## src/rtl/trap_pkg.sv

```systemverilog
// Shared constants and types for the machine-mode trap controller.
package trap_pkg;

  localparam logic [11:0] CSR_MSTATUS  = 12'h300;
  localparam logic [11:0] CSR_MIE      = 12'h304;
  localparam logic [11:0] CSR_MTVEC    = 12'h305;
  localparam logic [11:0] CSR_MSCRATCH = 12'h340;
  localparam logic [11:0] CSR_MEPC     = 12'h341;
  localparam logic [11:0] CSR_MCAUSE   = 12'h342;
  localparam logic [11:0] CSR_MTVAL    = 12'h343;
  localparam logic [11:0] CSR_MIP      = 12'h344;

  localparam logic [4:0] CAUSE_M_EXT_BASE  = 5'd16;
  localparam logic [3:0] CAUSE_ILLEGAL     = 4'd2;
  localparam logic [3:0] CAUSE_LOAD_FAULT  = 4'd5;
  localparam logic [3:0] CAUSE_STORE_FAULT = 4'd7;
  localparam logic [3:0] CAUSE_ECALL_M     = 4'd11;

  localparam logic [1:0] WSC_READ  = 2'b00;
  localparam logic [1:0] WSC_WRITE = 2'b01;
  localparam logic [1:0] WSC_SET   = 2'b10;
  localparam logic [1:0] WSC_CLEAR = 2'b11;

  localparam int unsigned MSTATUS_MIE_BIT  = 3;
  localparam int unsigned MSTATUS_MPIE_BIT = 7;
  localparam int unsigned IRQ_BIT_BASE     = 16;
  localparam int unsigned IRQ_ID_W         = 4;

  typedef enum logic {
    ST_IDLE,
    ST_REDIRECT
  } state_e;

endpackage

```

## src/rtl/irq_pend_prio.sv

```systemverilog
// Edge-latched pending bits (mip) and lowest-index-first priority encoder.
module irq_pend_prio
  import trap_pkg::*;
#(
  parameter int unsigned NUM_IRQ = 8
) (
  input  logic                clk,
  input  logic                rst,
  input  logic [NUM_IRQ-1:0]  irq_in,
  input  logic [NUM_IRQ-1:0]  irq_en,
  input  logic                take,
  input  logic [IRQ_ID_W-1:0] take_id,
  input  logic                csr_we,
  input  logic [NUM_IRQ-1:0]  csr_wval,
  output logic [NUM_IRQ-1:0]  pending,
  output logic                irq_any,
  output logic [IRQ_ID_W-1:0] irq_id
);

  logic [NUM_IRQ-1:0] irq_prev;
  logic [NUM_IRQ-1:0] rise;
  logic [NUM_IRQ-1:0] masked;
  logic [NUM_IRQ-1:0] take_mask;

  assign rise      = irq_in & ~irq_prev;
  assign masked    = pending & irq_en;
  assign take_mask = take ? (NUM_IRQ'(1) << take_id) : '0;

  // Scan from the top so the lowest active index is the one left standing.
  always_comb begin
    irq_any = |masked;
    irq_id  = '0;
    for (int i = NUM_IRQ - 1; i >= 0; i--) begin
      if (masked[i]) irq_id = IRQ_ID_W'(i);
    end
  end

  // A new edge in the same cycle as a clear keeps the bit set.
  always_ff @(posedge clk or negedge rst) begin
    if (!rst) begin
      irq_prev <= '0;
      pending  <= '0;
    end else begin
      irq_prev <= irq_in;
      pending  <= ((csr_we ? csr_wval : pending) & ~take_mask) | rise;
    end
  end

endmodule

```

## src/rtl/trap_ctrl_vec.sv

```systemverilog
// Machine-mode trap controller: CSR file, interrupt/exception/mret sequencing, vectored redirect.
module trap_ctrl_vec
  import trap_pkg::*;
#(
  parameter int unsigned     XLEN        = 32,
  parameter int unsigned     NUM_IRQ     = 8,
  parameter bit              VECTORED    = 1'b1,
  parameter logic [XLEN-1:0] MTVEC_RESET = '0
) (
  input  logic               clk,
  input  logic               rst,
  input  logic               csr_rw_in,
  input  logic [1:0]         csr_wsc_mode_in,
  input  logic [11:0]        csr_addr_in,
  input  logic [XLEN-1:0]    csr_wdata_in,
  output logic [XLEN-1:0]    csr_rdata_out,
  input  logic [NUM_IRQ-1:0] irq_in,
  input  logic               exc_valid,
  input  logic [3:0]         exc_code,
  input  logic [XLEN-1:0]    exc_tval,
  input  logic [XLEN-1:0]    epc_cur,
  input  logic [XLEN-1:0]    epc_next,
  input  logic               mret,
  output logic [XLEN-1:0]    pc_redirect,
  output logic               redirect_valid,
  output logic               flush,
  output logic               regwrite_cancel
);

  state_e             state;
  logic               mstatus_mie, mstatus_mpie;
  logic [NUM_IRQ-1:0] mie_q, mip_q;
  logic [XLEN-1:0]    mtvec_q, mscratch_q, mepc_q, mcause_q, mtval_q;

  logic                irq_any;
  logic [IRQ_ID_W-1:0] irq_id;
  logic                idle, irq_take, exc_take, mret_take, trap_take, csr_we;
  logic [4:0]          irq_cause;
  logic [XLEN-1:0]     csr_new, mtvec_base, mepc_rd, trap_target;

  assign idle      = (state == ST_IDLE);
  assign irq_take  = idle & mstatus_mie & irq_any;
  assign exc_take  = idle & ~irq_take & exc_valid;
  assign mret_take = idle & ~irq_take & ~exc_valid & mret;
  assign trap_take = irq_take | exc_take;
  assign csr_we    = csr_rw_in & (csr_wsc_mode_in != WSC_READ) & idle & ~trap_take & ~mret_take;

  assign irq_cause  = CAUSE_M_EXT_BASE + 5'(irq_id);
  assign mtvec_base = mtvec_q & ~XLEN'(3);
  assign mepc_rd    = mepc_q & ~XLEN'(3);

  assign flush           = rst & (~idle | trap_take | mret_take);
  assign regwrite_cancel = rst & trap_take;

  irq_pend_prio #(.NUM_IRQ(NUM_IRQ)) u_pend (
    .clk      (clk),
    .rst      (rst),
    .irq_in   (irq_in),
    .irq_en   (mie_q),
    .take     (irq_take),
    .take_id  (irq_id),
    .csr_we   (csr_we && (csr_addr_in == CSR_MIP)),
    .csr_wval (csr_new[IRQ_BIT_BASE +: NUM_IRQ]),
    .pending  (mip_q),
    .irq_any  (irq_any),
    .irq_id   (irq_id)
  );

  // CSR read mux; unimplemented bits and addresses read as zero.
  always_comb begin
    csr_rdata_out = '0;
    case (csr_addr_in)
      CSR_MSTATUS: begin
        csr_rdata_out[MSTATUS_MIE_BIT]  = mstatus_mie;
        csr_rdata_out[MSTATUS_MPIE_BIT] = mstatus_mpie;
      end
      CSR_MIE:      csr_rdata_out = XLEN'(mie_q) << IRQ_BIT_BASE;
      CSR_MTVEC:    csr_rdata_out = mtvec_q;
      CSR_MSCRATCH: csr_rdata_out = mscratch_q;
      CSR_MEPC:     csr_rdata_out = mepc_rd;
      CSR_MCAUSE:   csr_rdata_out = mcause_q;
      CSR_MTVAL:    csr_rdata_out = mtval_q;
      CSR_MIP:      csr_rdata_out = XLEN'(mip_q) << IRQ_BIT_BASE;
      default:      csr_rdata_out = '0;
    endcase
  end

  always_comb begin
    case (csr_wsc_mode_in)
      WSC_WRITE: csr_new = csr_wdata_in;
      WSC_SET:   csr_new = csr_rdata_out | csr_wdata_in;
      WSC_CLEAR: csr_new = csr_rdata_out & ~csr_wdata_in;
      default:   csr_new = csr_rdata_out;
    endcase
  end

  always_comb begin
    trap_target = mtvec_base;
    if (VECTORED && (mtvec_q[1:0] == 2'b01) && irq_take)
      trap_target = mtvec_base + (XLEN'(irq_cause) << 2);
  end

  always_ff @(posedge clk or negedge rst) begin
    if (!rst) begin
      state          <= ST_IDLE;
      mstatus_mie    <= 1'b0;
      mstatus_mpie   <= 1'b0;
      mie_q          <= '0;
      mtvec_q        <= MTVEC_RESET;
      mscratch_q     <= '0;
      mepc_q         <= '0;
      mcause_q       <= '0;
      mtval_q        <= '0;
      pc_redirect    <= '0;
      redirect_valid <= 1'b0;
    end else begin
      redirect_valid <= 1'b0;
      case (state)
        ST_IDLE: begin
          if (trap_take) begin
            state          <= ST_REDIRECT;
            redirect_valid <= 1'b1;
            pc_redirect    <= trap_target;
            mstatus_mpie   <= mstatus_mie;
            mstatus_mie    <= 1'b0;
            if (irq_take) begin
              mepc_q   <= epc_next;
              mcause_q <= {1'b1, (XLEN-1)'(irq_cause)};
              mtval_q  <= '0;
            end else begin
              mepc_q   <= epc_cur;
              mcause_q <= XLEN'(exc_code);
              mtval_q  <= exc_tval;
            end
          end else if (mret_take) begin
            state          <= ST_REDIRECT;
            redirect_valid <= 1'b1;
            pc_redirect    <= mepc_rd;
            mstatus_mie    <= mstatus_mpie;
            mstatus_mpie   <= 1'b1;
          end else if (csr_we) begin
            case (csr_addr_in)
              CSR_MSTATUS: begin
                mstatus_mie  <= csr_new[MSTATUS_MIE_BIT];
                mstatus_mpie <= csr_new[MSTATUS_MPIE_BIT];
              end
              CSR_MIE:      mie_q      <= csr_new[IRQ_BIT_BASE +: NUM_IRQ];
              CSR_MTVEC:    mtvec_q    <= csr_new;
              CSR_MSCRATCH: mscratch_q <= csr_new;
              CSR_MEPC:     mepc_q     <= csr_new;
              CSR_MCAUSE:   mcause_q   <= csr_new;
              CSR_MTVAL:    mtval_q    <= csr_new;
              default: ;
            endcase
          end
        end
        default: state <= ST_IDLE;
      endcase
    end
  end

endmodule
```

## config.mk

```make
export PLATFORM = sky130hd
export DESIGN_NAME = trap_ctrl_vec
export DESIGN_NICKNAME = d
export VERILOG_FILES = /design/src/rtl/trap_pkg.sv /design/src/rtl/irq_pend_prio.sv /design/src/rtl/trap_ctrl_vec.sv
export SDC_FILE = /design/constraint.sdc
export NUM_CORES = 1
export LEC_CHECK = 0
export CAP_MARGIN = 20
export CORE_ASPECT_RATIO = 1.5
export CORE_UTILIZATION = 40
export DETAILED_ROUTE_END_ITERATION = 8
export GPL_TIMING_DRIVEN = 0
export HOLD_SLACK_MARGIN = 0.06
export PLACE_DENSITY = 0.63
export SYNTH_ARGS = -nofsm -noshare
export SYNTH_HDL_FRONTEND = slang
export SYNTH_SLANG_ARGS = --single-unit
```

## constraint.sdc

```tcl
create_clock -name clk -period 3 [get_ports clk]
set_input_delay 0.6 -clock clk [delete_from_list [all_inputs] [get_ports clk]]
set_output_delay 0.6 -clock clk [all_outputs]
set_load 0.02 [all_outputs]
```

==> results of run 1 <==
## state kept, by name (all words and copies together) (netlist names)
signal and cells:
mcause_q 32, mscratch_q 32, mtval_q 32, mtvec_q 32, mepc_q 30, pc_redirect 30
mie_q 8, u_pend.irq_prev 8, u_pend.pending 8, mstatus_mie 1, mstatus_mpie 1, state 1
## report_power, final
| part | switching (mW) | internal, mW | total [mW] |
|---|---|---|---|
| Combinational | 1.03 | 0.790 | 1.82 |
| Sequential | 0.338 | 3.22 | 3.56 |
| Clock | 1.19 | 1.56 | 2.76 |
## cells by family (layout without fill, tap and decap cells)
logic type,after synthesis,count (layout),synth area share [%]
AOI/OAI and AO/OA,492,492,26.9
and+or+nand+nor,459,459,17.8
DFF,215,215,43.3
buffers and inverters,136,430,4.80
muxes,48,48,4.27
xor gates and xnor gates,34,34,2.40
adders and majority gates,4,4,0.464
other,1,3,0.0302
## cells in the final DEF (no fill, tap or decap), types with 17 or more instances in the layout
cell type	synthesis	routed
a21oi_1	67	66
a22oi_2	0	17
o211ai_1	19	19
mux2_2	40	40
nor2_1	47	42
o21ai_1	37	38
and3_1	24	22
a31oi_1	18	17
buf_4	4	48
clkdlybuf4s50_1	0	171
nand3_1	26	24
clkbuf_1	50	46
xnor2_1	26	26
buf_2	32	31
buf_6	4	17
a22oi_1	82	65
o21ai_0	120	118
a22o_1	28	25
inv_1	38	37
clkbuf_16	0	23
nand2_1	254	248
dfrtp_1	215	210
## area by class of cell
type	instances	area share [%]
diodes	1	0.0150
plain buffers	94	3.41
clock buffers	32	3.82
clock inverters	5	0.352
inverters	38	0.868
multi-input cells	1039	41.3
flip-flops and latches	215	32.2
well taps	400	2.99
repair buffers	261	15.0
## stage by stage
stage               cells  setup WS, ps
floorplan            1390           268
global placement     2006         -7940
finish               2085          13.9
detailed placement   2010         -1250
CTS                  2075          -121
global route         2084         -50.2
## worst max path at each step
stage / from / end / slack (ps) / cells after the start
2_1_floorplan: csr_addr_in[0] / csr_rdata_out[7] / 270 / 6
3_3_place_gp: rst / u_pend.irq_prev[6] / -7940 / 1
3_5_place_dp: exc_valid / regwrite_cancel / -1250 / 7
4_1_cts: mie_q[5] / regwrite_cancel / -120 / 7
5_1_grt: mie_q[5] / pc_redirect[11] / -50 / 11
6_report: csr_addr_in[1] / csr_rdata_out[31] / 10 / 8
## repair_timing
action                     in CTS  in global routing
resized for setup             257                 69
hold endpoints to repair       70                 26
pin swaps                      25                 16
hold buffers                    1                  2
buffers inserted               26                  9
cloned                          3                  0
setup endpoints to repair     211                115
## per-layer routing
layer | track usage (%) | wire length [um]
met5 | 0 | 0
met1 | 40.9 | 19900
met2 | 61.4 | 27700
met4 | 29.7 | 5500
met3 | 4.69 | 4260
## worst register-to-register path: cells and delay by family, from the launching register on
family	cells	cell delay, ps
simple gates	3	670
flops	1	440
compound gates	3	840
buf+inv	3	900
==> reports/results.ini, run 1 <==
[setup_path]
crit_top_cell = buf_8
required_ps = 2400
endpoint_kind = primary output
critical-path-max-stage-delay_ps = 350
cp_slowest_cell = mux2_2
reg2reg_slack_ps = 50
path_class = input port to primary output
crit_path_cell_trace = clkdlybuf4s18_2 -> buf_8 -> buf_8 -> mux2_2 -> a22oi_2 -> nor2_1 -> a221o_2 -> buf_2
rr_worst_depth = 9
critical_path.max_fanout = 10
cp.buffers_inverters = 4
timing.rr.end = mcause_q[29]
r2r-start = u_pend.pending[2]
cp_top_family = buffers and inverters
start_kind = input port
cp_data_arrival_time_ps = 2390

[timing]
rsz0062_at_grt = yes
finalSetupViolations = 0
finalHoldViolCount = 0
fin_skew_ps = 13.1
hold_ws_ps = 447
maxSlewViolCount = 0
fmax_ghz = 0.335
setup_tns_ps = 0
relSlewSlack_pct = 18.6
tightest_slew_ps = 1210
period_needed_ps = 2990
min_period_over_period_pct = 99.5

[detailed_routing]
drt_iter0_markers = 1300
wire_per_inst_um = 27.5
antenna_left = 0
vias = 13106
wl_um = 57400
post-route-drc-count = 0
dr.pass1.iters = 5
avgViaCountPerCell = 6.29

[final_layout]
seq_area_mm2 = 0.00539
drive_gt1_share_pct = 18.2
fin_area_mm2 = 0.0167
fin_nets = 1835
multi_input_area_mm2 = 0.00691
syn_to_final_growth_pct = 34.6
fillers = 2771
fin_util_pct = 55.1

[placement]
place.gp.congestion = 1.00
place_area_mm2 = 0.0151
io_buffers = 216
hpwl_um = 43200

[pwr]
ir_worst_vdd_mv = 0.348
power_mw = 8.14
p_leak_nw = 6.91
powerDensity_mw_per_mm2 = 487

[worst_hold_path]
min_from = u_pend.irq_prev[6]
min_path_cells = 1
min_path_type = register to register
whs_endpoint = u_pend.pending[6]

[status]
status = completed

[synthesis]
netlist_area_mm2 = 0.0124
yosysSeqAreaShare_pct = 43.3
synth_commonest_cells = nand2_1, dfrtp_1, o21ai_0
synth_ff_type = dfrtp_1
synth_edf_count = 0
synth_top_area_share_pct = 43.3
async_reset_ff_share_pct = 100
syn_inst = 1389
yosysWarningCount = 0
syn_avg_cell_area_um2 = 8.94
synth.most_common_cell = nand2_1
synth_top_area_cell = dfrtp_1
synth-seq-cells = 215
ys_types = 86
synth.area.top_cells = dfrtp_1, nand2_1, a22oi_1, o21ai_0, mux2_2

[grt]
grt_pass1_wl_um = 83300
grt_usage_pct = 36.2
grt_max_degree = 122
overflow = 0
grt_pass1_vias = 12702
antenna_found_initial = 0

[floorplan]
core_region_area_mm2 = 0.0304
initial_utilization_pct = 40.9
die_h_um = 218
rows = 78
dieArea_mm2 = 0.0318
ios = 226
die_x_um = 146

[clock_network]
clk_pin_slew_ps = 60
clock-sinks = 215
cts_buffers = 23
cts_htree_levels = 1
clock_tree.root_cell = clkbuf_16
cts_tree = done
clock_latency_ps = 530
cts_max_path_buffers = 3

[run]
cap_violations = 0

(Power assumes the default switching activity.)
==> run 2: changes to the inputs <==
Settings changed: SKIP_LAST_GASP set to 1.
==> run 2 against run 1 <==
Net effect: the run now ends with negative hold slack, negative setup slack left; global-route usage is essentially flat; worst hold slack got worse by 530 ps; sequential power hardly changed; clock skew about the same; clock-buffer cell count did not move; final cell count fell by 0.14%; clock power about the same; die area stayed put; register-to-register slack gained 30 ps; total power about the same; flip-flop and latch count unchanged.
==> reports/results.ini, run 2 (synthesized netlist as in run 1, its figures left out) <==
[detailed_routing]
post-route-drc-count = 0
dr.pass1.iters = 6
avgViaCountPerCell = 6.28
antenna_left = 0
wire_per_inst_um = 27.4
vias = 13070
drt_iter0_markers = 1304
wl_um = 57100

[setup_path]
endpoint_kind = primary output
r2r-start = u_pend.pending[2]
start_kind = register
critical_path.max_fanout = 10
required_ps = 2400
timing.rr.end = mcause_q[29]
path_class = register to primary output
cp_data_arrival_time_ps = 2480
reg2reg_slack_ps = 80
rr_worst_depth = 9

[placement]
dp_slack_ps = -1250
place.gp.congestion = 1.00
io_buffers = 216
place_area_mm2 = 0.0151
hpwl_um = 43200

[final_layout]
fin_util_pct = 54.8
fin_nets = 1832
seq_area_mm2 = 0.00539
syn_to_final_growth_pct = 34.0
drive_gt1_share_pct = 17.8
fillers = 2784
final_common_cell = nand2_1
fin_area_mm2 = 0.0166
multi_input_area_mm2 = 0.00689
final_cell_mix = nand2_1, dfrtp_1, clkdlybuf4s50_1

[worst_hold_path]
min_path_type = input port to async pin

[timing]
period_needed_ps = 3080
tightest_slew_ps = 1110
hold_ws_ps = -85.5
setup_tns_ps = -123
fmax_ghz = 0.325
fin_skew_ps = 12.6
finalHoldViolCount = 26
min_period_over_period_pct = 103
setup_slack_ps = -77.2
finalSetupViolations = 2
rsz0062_at_grt = yes
relSlewSlack_pct = 25.3
maxSlewViolCount = 0

[clock_network]
clk_pin_slew_ps = 60
clock_tree.root_cell = clkbuf_16
hold_buffers = 1
cts_htree_levels = 1
cts_buffers = 23
cts_max_path_buffers = 3
cts_tree = done
clock-sinks = 215
clock_latency_ps = 530

[floorplan]
core_region_area_mm2 = 0.0304
die_x_um = 146
initial_utilization_pct = 40.9
dieArea_mm2 = 0.0318
rows = 78
die_h_um = 218
ios = 226

[status]
status = finished with violations
violations = negative hold slack, negative setup slack

[grt]
grt_use_met2_pct = 60.9
grt_usage_pct = 36.2
overflow = 0
grt_use_met3_pct = 4.52
grt_max_degree = 122
busiest_layer = met2
grt_pass1_wl_um = 83300
met1_usage_pct = 40.9
antenna_found_initial = 0
grt_pass1_vias = 12751

[run]
cap_violations = 0

[pwr]
powerDensity_mw_per_mm2 = 489
ir_worst_vdd_mv = 0.350
p_leak_nw = 6.89

==> run 2: cell count changes in the layout (fill, tap and decap cells not counted), sizes merged <==
cell and change:
clkdlybuf4s18 -1, dlygate4sd3 -1, dlygate4sd2 -3, clkdlybuf4s15 +2
==> run 2: critical path, cell delays in order, from the launching register on <==
cell,delay (ps)
dfrtp_2,440
a22o_4,310
o41ai_4,410
nand2_2,130
buf_12,170
buf_6,160
and2_1,160
buf_2,150
==> run 2: timing repair <==
| action | 4_1_cts | 5_1_grt |
|---|---|---|
| setup endpoints to repair | 211 | 115 |
| cloned | 3 | 0 |
| setup buffers | 26 | 7 |
| pin swaps | 24 | 13 |
| gates resized for setup | 251 | 70 |
| hold endpoints to repair | 70 | 26 |
==> run 2: worst max path at each step <==
stage,from,endpoint,cells after the start
floorplan,csr_addr_in[0],csr_rdata_out[7],6
global placement,rst,u_pend.irq_prev[6],1
detailed placement,exc_valid,regwrite_cancel,7
CTS,mie_q[5],regwrite_cancel,7
global route,mie_q[2],regwrite_cancel,7
finish,u_pend.pending[2],regwrite_cancel,7
==> run 2: per-stage QoR <==
| step | hold slack [ps] | power (mW) | instances |
|---|---|---|---|
| after floorplan | 304 | 4.30 | 1390 |
| after global placement | 429 | 5.28 | 2006 |
| after detailed placement | 432 | 5.31 | 2010 |
| after CTS | -93.3 | 8.09 | 2075 |
| after global routing | -89.6 | 8.40 | 2081 |
| final | -85.5 | 8.14 | 2082 |
==> run 2: metal layers <==
layer	wire, um	vias to the layer above
li1	-	5693
met1	20000	6406
met4	5600	0
met3	4070	225
met5	0	-
met2	27500	746
==> run 2: report_power, final <==
part           switching (mW)  internal [mW]  total [mW]
Clock                    1.20           1.56        2.77
Combinational            1.03          0.788        1.82
Sequential              0.338           3.22        3.56
Total                    2.57           5.57        8.14
==> run 2: cell type report <==
class | count | area share, %
multi-input combinational | 1039 | 41.4
sequential | 215 | 32.4
timing repair buffer | 257 | 14.7
clock buffer | 32 | 3.84
buffer | 95 | 3.48
tap | 400 | 3.01
inverter | 38 | 0.872
clock inverter | 5 | 0.353
antenna | 1 | 0.0150
==> run 3: changes to the inputs <==
Settings changed: CORE_UTILIZATION 40 to 54, PLACE_DENSITY 0.63 to 0.81.
==> run 3 against run 2 <==
Net effect: the run ends with negative setup slack left; first-iteration DRC count increased by 5.1%; core utilization increased by 19 points; clock power increased by 5%; sequential power about the same; worst hold slack improved by 91 ps; setup slack improved by 21 ps; clock-buffer cell count decreased by 4; sequential share of layout area increased by 0.17 points.
==> reports/results.ini, run 3 (synthesized netlist as in run 1, its figures left out) <==
[setup_path]
critical_path.max_fanout = 10
start_kind = register
r2r-start = u_pend.pending[5]
endpoint_kind = register
cp_data_arrival_time_ps = 3480
path_class = register to register
reg2reg_slack_ps = -60
timing.rr.end = mepc_q[4]
required_ps = 3420
rr_worst_depth = 7

[grt]
grt_usage_pct = 47.9
grt_max_degree = 126
grt_pass1_wl_um = 82800
antenna_found_initial = 1
overflow = 0
grt_pass1_vias = 13745

[pwr]
switching_share_pct = 31.2
powerDensity_mw_per_mm2 = 501
p_int_mw = 5.70
p_switching_mw = 2.59
power_mw = 8.29
combPwrFrac_pct = 22.0
p_leak_nw = 6.94
clkPwrFrac_pct = 35.2
power_frac_seq_pct = 42.8
ir_worst_vdd_mv = 0.543

[floorplan]
initial_utilization_pct = 55.3
die_x_um = 126
ios = 226
rows = 67
die_h_um = 188
core_region_area_mm2 = 0.0225
dieArea_mm2 = 0.0236

[detailed_routing]
vias = 13535
avgViaCountPerCell = 6.90
drt_iter0_markers = 1371
wire_per_inst_um = 28.5
wl_um = 56000
antenna_left = 0
post-route-drc-count = 0
dr.pass1.iters = 8

[status]
status = finished with violations
violations = negative setup slack

[clock_network]
cts_tree = done
clock_latency_ps = 520
cts_max_path_buffers = 3
cts_buffers = 23
clock_tree.root_cell = clkbuf_16
clk_pin_slew_ps = 60
cts_htree_levels = 1
clock-sinks = 215

[placement]
dpl.cell_count = 1884
dp_slack_ps = -1250
place.gp.congestion = 1.05
hpwl_um = 41900
io_buffers = 216

[timing]
maxSlewViolCount = 0
finalSetupViolations = 3
relSlewSlack_pct = 27.6
rsz0062_at_grt = yes
fin_skew_ps = 13.9
period_needed_ps = 3060
min_period_over_period_pct = 102
fmax_ghz = 0.327
finalHoldViolCount = 0
tightest_slew_ps = 1080
setup_slack_ps = -56.0

[final_layout]
n_antenna_cell = 0
syn_to_final_growth_pct = 33.2
drive_gt1_share_pct = 17.4
fin_nets = 1838
final_cell_mix = nand2_1, dfrtp_1, clkdlybuf4s50_1
fillers = 1717
final_common_cell = nand2_1
fin_cells = 1963

[run]
cap_violations = 0

[worst_hold_path]
min_path_type = input port to async pin

## run 3: repair_timing
item / CTS / global route
buffers inserted: 27 / 13
endpoints found under the hold margin: 0 / 3
hold buffers: 0 / 2
pin swaps: 30 / 8
resized for setup: 265 / 50
setup endpoints to repair: 193 / 72
gates cloned: 3 / 0
## run 3: power by group through the flow
stage	Clock [mW]	Combinational, mW	Sequential, mW
floorplan	0	0.756	3.54
global placement	0	1.67	3.56
detailed placement	0	1.71	3.57
CTS	2.89	1.76	3.52
global route	3.00	1.92	3.55
finish	2.92	1.82	3.55
## run 3: worst max-delay path: stages, from the launching register on
cell and delay (ps):
dfrtp_2 440, buf_4 160, a22oi_1 290, a41oi_1 440, nor2_4 510, clkbuf_1 580, a22oi_1 270, a31oi_1 270
## run 3: routing by layer
| metal | up-vias | wire length, um | GRT usage [%] |
|---|---|---|---|
| met4 | 2 | 6770 | 46.8 |
| met2 | 993 | 26200 | 79.1 |
| met1 | 6492 | 18400 | 50.6 |
| li1 | 5707 | - | - |
| met5 | - | 14 | 0 |
| met3 | 341 | 4680 | 9.13 |
## run 3: how the worst max path moves through the flow
stage / from / endpoint / slack (ps) / cells past startpoint
after floorplan: csr_addr_in[0] / csr_rdata_out[7] / 270 / 6
after global placement: rst / pc_redirect[27] / -7450 / 1
after global routing: csr_addr_in[5] / csr_rdata_out[3] / -70 / 6
after CTS: mie_q[5] / regwrite_cancel / -160 / 7
after detailed placement: csr_addr_in[6] / csr_rdata_out[17] / -1250 / 9
final: u_pend.pending[5] / mepc_q[4] / -60 / 7
## run 3: stage by stage
| step | utilization [%] | hold WS, ps | instance area (um2) | setup TNS [ps] |
|---|---|---|---|---|
| 3_3_place_gp | 66.4 | 428 | 14900 | -1746780 |
| 6_report | 73.6 | 5.18 | 16500 | -85.8 |
| 4_1_cts | 72.6 | 134 | 16300 | -160 |
| 2_1_floorplan | - | 304 | 12400 | 0 |
| 5_1_grt | 73.6 | 61.7 | 16500 | -539 |
| 3_5_place_dp | 66.6 | 431 | 15000 | -143730 |
## run 3: area by class of cell
class / count / area [um2] / share of cell area [%]
inverter: 38 / 143 / 0.862
timing repair buffer: 262 / 2470 / 15.0
multi-input combinational: 1040 / 6880 / 41.6
clock buffer: 28 / 614 / 3.71
clock inverter: 9 / 129 / 0.779
sequential: 215 / 5380 / 32.5
buffer: 95 / 576 / 3.48
tap: 276 / 345 / 2.09
